===== src/rtl/wb_regfile.sv =====
// wb_regfile: rv32 integer register file fed by the write-back stage, with two
// asynchronous operand reads, a registered debug read and a post-reset zeroing sequencer.
module wb_regfile #(
   parameter int XLEN    = 32,
   parameter int REG_NUM = 32,
   parameter int ADDR_W  = 5,
   parameter int BYPASS  = 1
) (
   input  logic              clk,
   input  logic              rst,
   input  logic              wb_rd_write_en_i,
   input  logic [ADDR_W-1:0] wb_rd_id_i,
   input  logic [XLEN-1:0]   wb_rd_write_data_i,
   input  logic [ADDR_W-1:0] rs1_id_i,
   input  logic [ADDR_W-1:0] rs2_id_i,
   output logic [XLEN-1:0]   rs1_data_o,
   output logic [XLEN-1:0]   rs2_data_o,
   input  logic [ADDR_W-1:0] dbg_id_i,
   output logic [XLEN-1:0]   dbg_data_o,
   output logic              rf_ready_o,
   output logic              wb_drop_o
);

   typedef enum logic {CLEAR = 1'b0, RUN = 1'b1} state_e;

   state_e            state_q;
   logic [ADDR_W-1:0] clr_cnt_q;
   logic              rf_ready_q;
   logic              wb_drop_q;
   logic [XLEN-1:0]   dbg_data_q;
   logic [XLEN-1:0]   regs_q [REG_NUM];

   logic              wb_hit_s;
   logic              mem_we_s;
   logic [ADDR_W-1:0] mem_waddr_s;
   logic [XLEN-1:0]   mem_wdata_s;
   logic [XLEN-1:0]   rs1_data_s;
   logic [XLEN-1:0]   rs2_data_s;

   assign wb_hit_s = wb_rd_write_en_i && (wb_rd_id_i != '0);

   // Single write port: the clear sequencer owns it in CLEAR, write-back owns it in RUN.
   always_comb begin
      mem_we_s    = 1'b0;
      mem_waddr_s = wb_rd_id_i;
      mem_wdata_s = wb_rd_write_data_i;
      if (rst) begin
         mem_we_s = 1'b0;
      end else begin
         case (state_q)
            CLEAR: begin
               mem_we_s    = 1'b1;
               mem_waddr_s = clr_cnt_q;
               mem_wdata_s = '0;
            end
            RUN:     mem_we_s = wb_hit_s;
            default: mem_we_s = 1'b0;
         endcase
      end
   end

   // Storage has no reset so it can map onto distributed/block RAM.
   always_ff @(posedge clk) begin
      if (mem_we_s) begin
         regs_q[mem_waddr_s] <= mem_wdata_s;
      end
   end

   // Source operand 1: zero while clearing or for x0, optional same-cycle forwarding.
   always_comb begin
      rs1_data_s = '0;
      if ((state_q != RUN) || (rs1_id_i == '0)) begin
         rs1_data_s = '0;
      end else if ((BYPASS != 0) && wb_hit_s && (wb_rd_id_i == rs1_id_i)) begin
         rs1_data_s = wb_rd_write_data_i;
      end else begin
         rs1_data_s = regs_q[rs1_id_i];
      end
   end

   // Source operand 2: same policy as operand 1.
   always_comb begin
      rs2_data_s = '0;
      if ((state_q != RUN) || (rs2_id_i == '0)) begin
         rs2_data_s = '0;
      end else if ((BYPASS != 0) && wb_hit_s && (wb_rd_id_i == rs2_id_i)) begin
         rs2_data_s = wb_rd_write_data_i;
      end else begin
         rs2_data_s = regs_q[rs2_id_i];
      end
   end

   // Clear/run sequencer with its registered status and debug outputs.
   always_ff @(posedge clk) begin
      if (rst) begin
         state_q    <= CLEAR;
         clr_cnt_q  <= ADDR_W'(1);
         rf_ready_q <= 1'b0;
         wb_drop_q  <= 1'b0;
         dbg_data_q <= '0;
      end else begin
         case (state_q)
            CLEAR: begin
               dbg_data_q <= '0;
               if (wb_hit_s) begin
                  wb_drop_q <= 1'b1;
               end
               if (clr_cnt_q == ADDR_W'(REG_NUM - 1)) begin
                  state_q    <= RUN;
                  rf_ready_q <= 1'b1;
               end else begin
                  clr_cnt_q <= clr_cnt_q + ADDR_W'(1);
               end
            end
            RUN: begin
               // Debug sees the pre-edge contents; no forwarding here.
               dbg_data_q <= (dbg_id_i == '0) ? '0 : regs_q[dbg_id_i];
            end
            default: begin
               state_q    <= CLEAR;
               clr_cnt_q  <= ADDR_W'(1);
               rf_ready_q <= 1'b0;
               dbg_data_q <= '0;
            end
         endcase
      end
   end

   assign rs1_data_o = rs1_data_s;
   assign rs2_data_o = rs2_data_s;
   assign dbg_data_o = dbg_data_q;
   assign rf_ready_o = rf_ready_q;
   assign wb_drop_o  = wb_drop_q;

endmodule


===== config.mk =====
export PLATFORM = sky130hd
export DESIGN_NAME = wb_regfile
export DESIGN_NICKNAME = d
export VERILOG_FILES = /design/src/rtl/wb_regfile.sv
export SDC_FILE = /design/constraint.sdc
export NUM_CORES = 2
export LEC_CHECK = 0
export CAP_MARGIN = 20
export CORE_MARGIN = 2
export CORE_UTILIZATION = 41
export DETAILED_ROUTE_END_ITERATION = 7
export GPL_TIMING_DRIVEN = 0
export SYNTH_ARGS = -nofsm -noshare
export SYNTH_HDL_FRONTEND = slang
export SYNTH_SLANG_ARGS = --single-unit
export TNS_END_PERCENT = 10

===== constraint.sdc =====
create_clock -name clk -period 5.1 [get_ports clk]
set_input_delay 1.02 -clock clk [delete_from_list [all_inputs] [get_ports clk]]
set_output_delay 1.02 -clock clk [all_outputs]
set_load 0.05 [all_outputs]

==> impl_summary.md <==
Pwr
Registers are responsible for 45.1% of the overall power. The power per cell area is 315 nW/um^2. The power dissipated by switching net loads is 0.00559 W.

The logic gate share of total power is 12.7%. In this run switching power makes up 25.9% of total power. The maximum VDD drop is 0.297 mV.

The power consumption is 0.0216 W. The internal power of the cells totals 0.0160 W. The clock share of power is a little over two fifths. The standby leakage power is 23.3 nW.

Placed design
Including well taps, the total number of placed cells is 5511. The count of buffers added on input and output ports is between 100 and 150. Summed over all nets, the half-perimeter wirelength after detailed placement is about 180000 um. At the end of routability-driven placement, the weighted congestion stood at 1.00.

After detailed placement, the total cell area comes to 63800 sq um.

Cells and area
Relative to the synthesized area, the layout overhead comes to 18.3%. Summing all multi-input logic gate instances after layout gives 25600 sq um. In the final design database the tool counted 3806 nets. Of the cells placed in the final design, the portion with a size suffix greater than 1 is between 30 and 40%. After routing the design area is 68600 sq um.

The flip-flop and latch area is between 30000 and 40000 sq um. After filler insertion, the fill cell instance count of the layout stands at 11900. The post-layout instance count excluding filler cells is 5748.

STA
Clock skew on the completed layout was measured at 0.0377 ns. In this run the tightest slew margin relative to its limit is 15.6%. The worst path uses 105% of the clock period. The count of final max-slew check failures is 0.

The time the worst path needs with I/O delays and setup is 5.36 ns. The hold violation total from the final report is 0. Setup violations remaining at the end of the flow were counted as 44. The transition at the pin with the smallest max-transition slack is 1.27 ns. The tightest hold path in the finished design has a slack of 0.566 ns. Setup repair after global routing could not meet its margin everywhere. The worst-case setup margin in the final layout is -0.258 ns. Derived from the worst setup path, the maximum achievable clock frequency is 187 MHz.

Setup path
The capturing element type of the critical path is an output pin. The largest fanout on the critical path is 10. The worst setup path is of the primary input to output pin kind.

The critical path starts at rs1_id_i[2]. The critical path required time is ~4 ns. The signal arrival time at the worst endpoint is 4.34 ns. The kind of start point of the critical path is a primary input. The worst register-to-register path begins at state_q.

Logic synthesis
The area of the mapped netlist is 58000 sq um. After synthesis, the cell types taking the most area are edfxtp_1, mux4_2, mux2i_1, a221oi_1, a211oi_1. The top cell type by total area after synthesis is edfxtp_1. The commonest cells after synthesis are edfxtp_1, mux4_2, mux2i_1. The XOR/XNOR share of the synthesized area is less than 1%. The adder-cell share of the synthesized area is 0.0431%. The instance count of the mapped netlist is 3391. The synthesized netlist devotes 8.93% of its cell area to compound gates. By area, the combinational part of the netlist is dominated by multiplexers. Of the total synthesized cell area, the portion taken by AND, OR, NAND and NOR gates is 2.04%. For this run, the number of Yosys warnings is 0. After synthesis, the mean cell area works out to about 17 sq um. The cell with the most instances after synthesis is edfxtp_1. The number of synthesized flops with an enable pin is 1024. Counting flops and latches in the post-synthesis netlist gives roughly 1100. The number of distinct library cells after synthesis is 44. The post-synth net total is 3448. In the synthesized netlist the async set-or-reset flop fraction comes to 0%.

The dominant register cell in the synthesized netlist is edfxtp_1. The portion of netlist area occupied by mux cells is roughly a third. The fraction of synthesized cell area taken by the top area cell type is 53.0%.

Sequential cells were found to cover 54.4% of the synthesized design area.

Clocking
The number of buffers created by CTS is 117. After clock tree synthesis, the clock-pin slew on the worst setup and hold paths is 0.07 ns. The clock latency reported for the late side of the worst-skew pair is 0.77 ns. The number of buffers on the longest clock path is 3. The H-tree was split into 3 levels. The number of buffers inserted for hold repair after clock tree synthesis is 0. The clock drives 1064 sinks. The CTS root buffer is clkbuf_16. TritonCTS built the clock tree.

Routing
The wire length reported by the detailed router is 255000 um. In the routed layout, each cell is associated on average with a via count of about 7.3. The total via count after detailed routing is roughly 42000. The count of nets left with antenna violations after detail routing is 0. The number of DRC markers in iteration 0 is 8202.

In the final routed layout, each cell accounts on average for about 44 um. The first-pass iteration count of the detailed router is 6. The total DRC errors in the routed layout is 0.

Die
The region available for standard cell placement spans 141000 sq um. For this design the top-level I/O count stands at 153. The die boundary height is around 380 um. The initial core utilization is around two fifths. The standard-cell row count is approximately 140. The die covers 144000 sq um. From left edge to right edge, the die measures 380 um.

Run status
The run finished, with violations left. The final reports fail on setup timing.

Global routing
Global routing used 48.9% of the available met2 tracks. The first global-routing pass estimated approximately 340000 um of wire. The number of antenna violations at the first check in global routing came to 9. The number of global-route vias before repair is 40000. The remaining global-route overflow is 0. The largest net degree at the start of global routing is 33. The aggregate global-route resource usage is roughly a third. The met1 layer usage reported by global route is 45.6%. For met3 alone, demand over resource in global routing was 14.2%. The highest-utilization routing layer at the global route stage is met2.

Worst hold path
The startpoint of the most critical hold path is clr_cnt_q[1]. The path class of the tightest hold or removal check is register to register.

Run
The max-cap violation count is 0.
path summary, 6_finish.rpt:
path                                 endpoint  slack (ns)  cells after the start
worst max register to register  regs_q[23][7]        1.58                      7
worst max-delay path            rs1_data_o[1]       -0.26                      9
worst min-delay path             clr_cnt_q[1]        0.57                      2
worst min register to register   clr_cnt_q[1]        0.57                      2
metrics by stage:
stage	utilization (%)	setup WS [ns]	TNS, ns
final	48.7	-0.258	-3.72
after global placement	43.8	-2.45	-1919.39
after floorplan	-	1.11	0
after detailed placement	45.3	-1.59	-74.82
after global routing	48.7	-0.135	-1.05
after CTS	48.6	-0.0377	-0.354
sequential cells by signal (all words and copies together) (netlist names):
name        count
wb_drop_o       1
rf_ready_o      1
clr_cnt_q       5
regs_q       1024
state_q         1
dbg_data_o     32
layout make-up:
cell class | count | share of cell area [%]
antenna | 7 | 0.0255
buffer | 326 | 2.62
clock buffer | 146 | 4.62
clock inverter | 75 | 1.28
inverter | 11 | 0.0602
multi-input combinational | 1990 | 37.3
sequential | 1064 | 46.0
tap | 1890 | 3.45
timing repair buffer | 239 | 4.61
cell usage in the layout (no fill, tap or decap), types with 18 or more instances in the layout:
cell,synthesis,layout
edfxtp_1,1024,1024
mux4_2,596,596
mux2i_1,430,412
a221oi_1,155,142
clkbuf_16,0,121
buf_2,108,107
clkbuf_1,145,98
a211oi_1,111,90
a211o_1,85,79
a21oi_1,95,77
clkdlybuf4s50_1,0,71
buf_4,44,69
nor2b_1,99,67
a22oi_1,64,64
o21bai_1,64,64
mux2_2,57,57
clkbuf_2,0,56
buf_8,0,41
clkdlybuf4s15_2,0,40
a211oi_2,20,40
dfxtp_1,40,40
nor3_1,33,33
nor2_4,0,33
o22ai_1,31,31
nor2b_2,0,30
buf_12,0,29
clkinv_2,0,28
o221ai_1,27,27
nand2_1,25,25
clkbuf_4,0,20
nor2_1,51,19
bufinv_16,0,19
buf_16,0,19
a21oi_2,0,18
critical path, stage by stage:
cell and delay, ns:
clkdlybuf4s50_1 0.66, nor2b_1 0.08, clkbuf_2 0.31, clkdlybuf4s15_2 0.53, a221oi_1 0.48, a22oi_1 0.13, a21oi_1 0.33, a211o_1 0.36
clkdlybuf4s15_2 0.43
power by group through the flow:
stage	combinational (W)	clock (W)	sequential, W
6_report	0.00274	0.00912	0.00973
5_1_grt	0.00275	0.00942	0.00973
4_1_cts	0.00260	0.00909	0.00973
3_5_place_dp	0.00256	0	0.00991
3_3_place_gp	0.00244	0	0.00993
2_1_floorplan	0.00144	0	0.00990
repair_timing:
item,4_1_cts,5_1_grt
cloned,0,0
pin swaps,2,2
buffers inserted,2,2
setup endpoints to repair,64,60
gates resized for setup,359,92
kinds of logic after synthesis:
logic type      Yosys count
flops                  1064
fa+ha+maj                 2
buf+inv                 337
compound gates          668
mux                    1083
simple gates            224
xor+xnor                 13
layer usage:
layer  share of wire [%]  vias to the layer above  wire length (um)
li1                    -                    15500                 -
met4                 6.8                       10             17300
met2                  41                     3981            106000
met1                  36                    22000             90700
met3                  16                      687             41200
met5               0.024                        -                62
(Power assumes the default switching activity.)
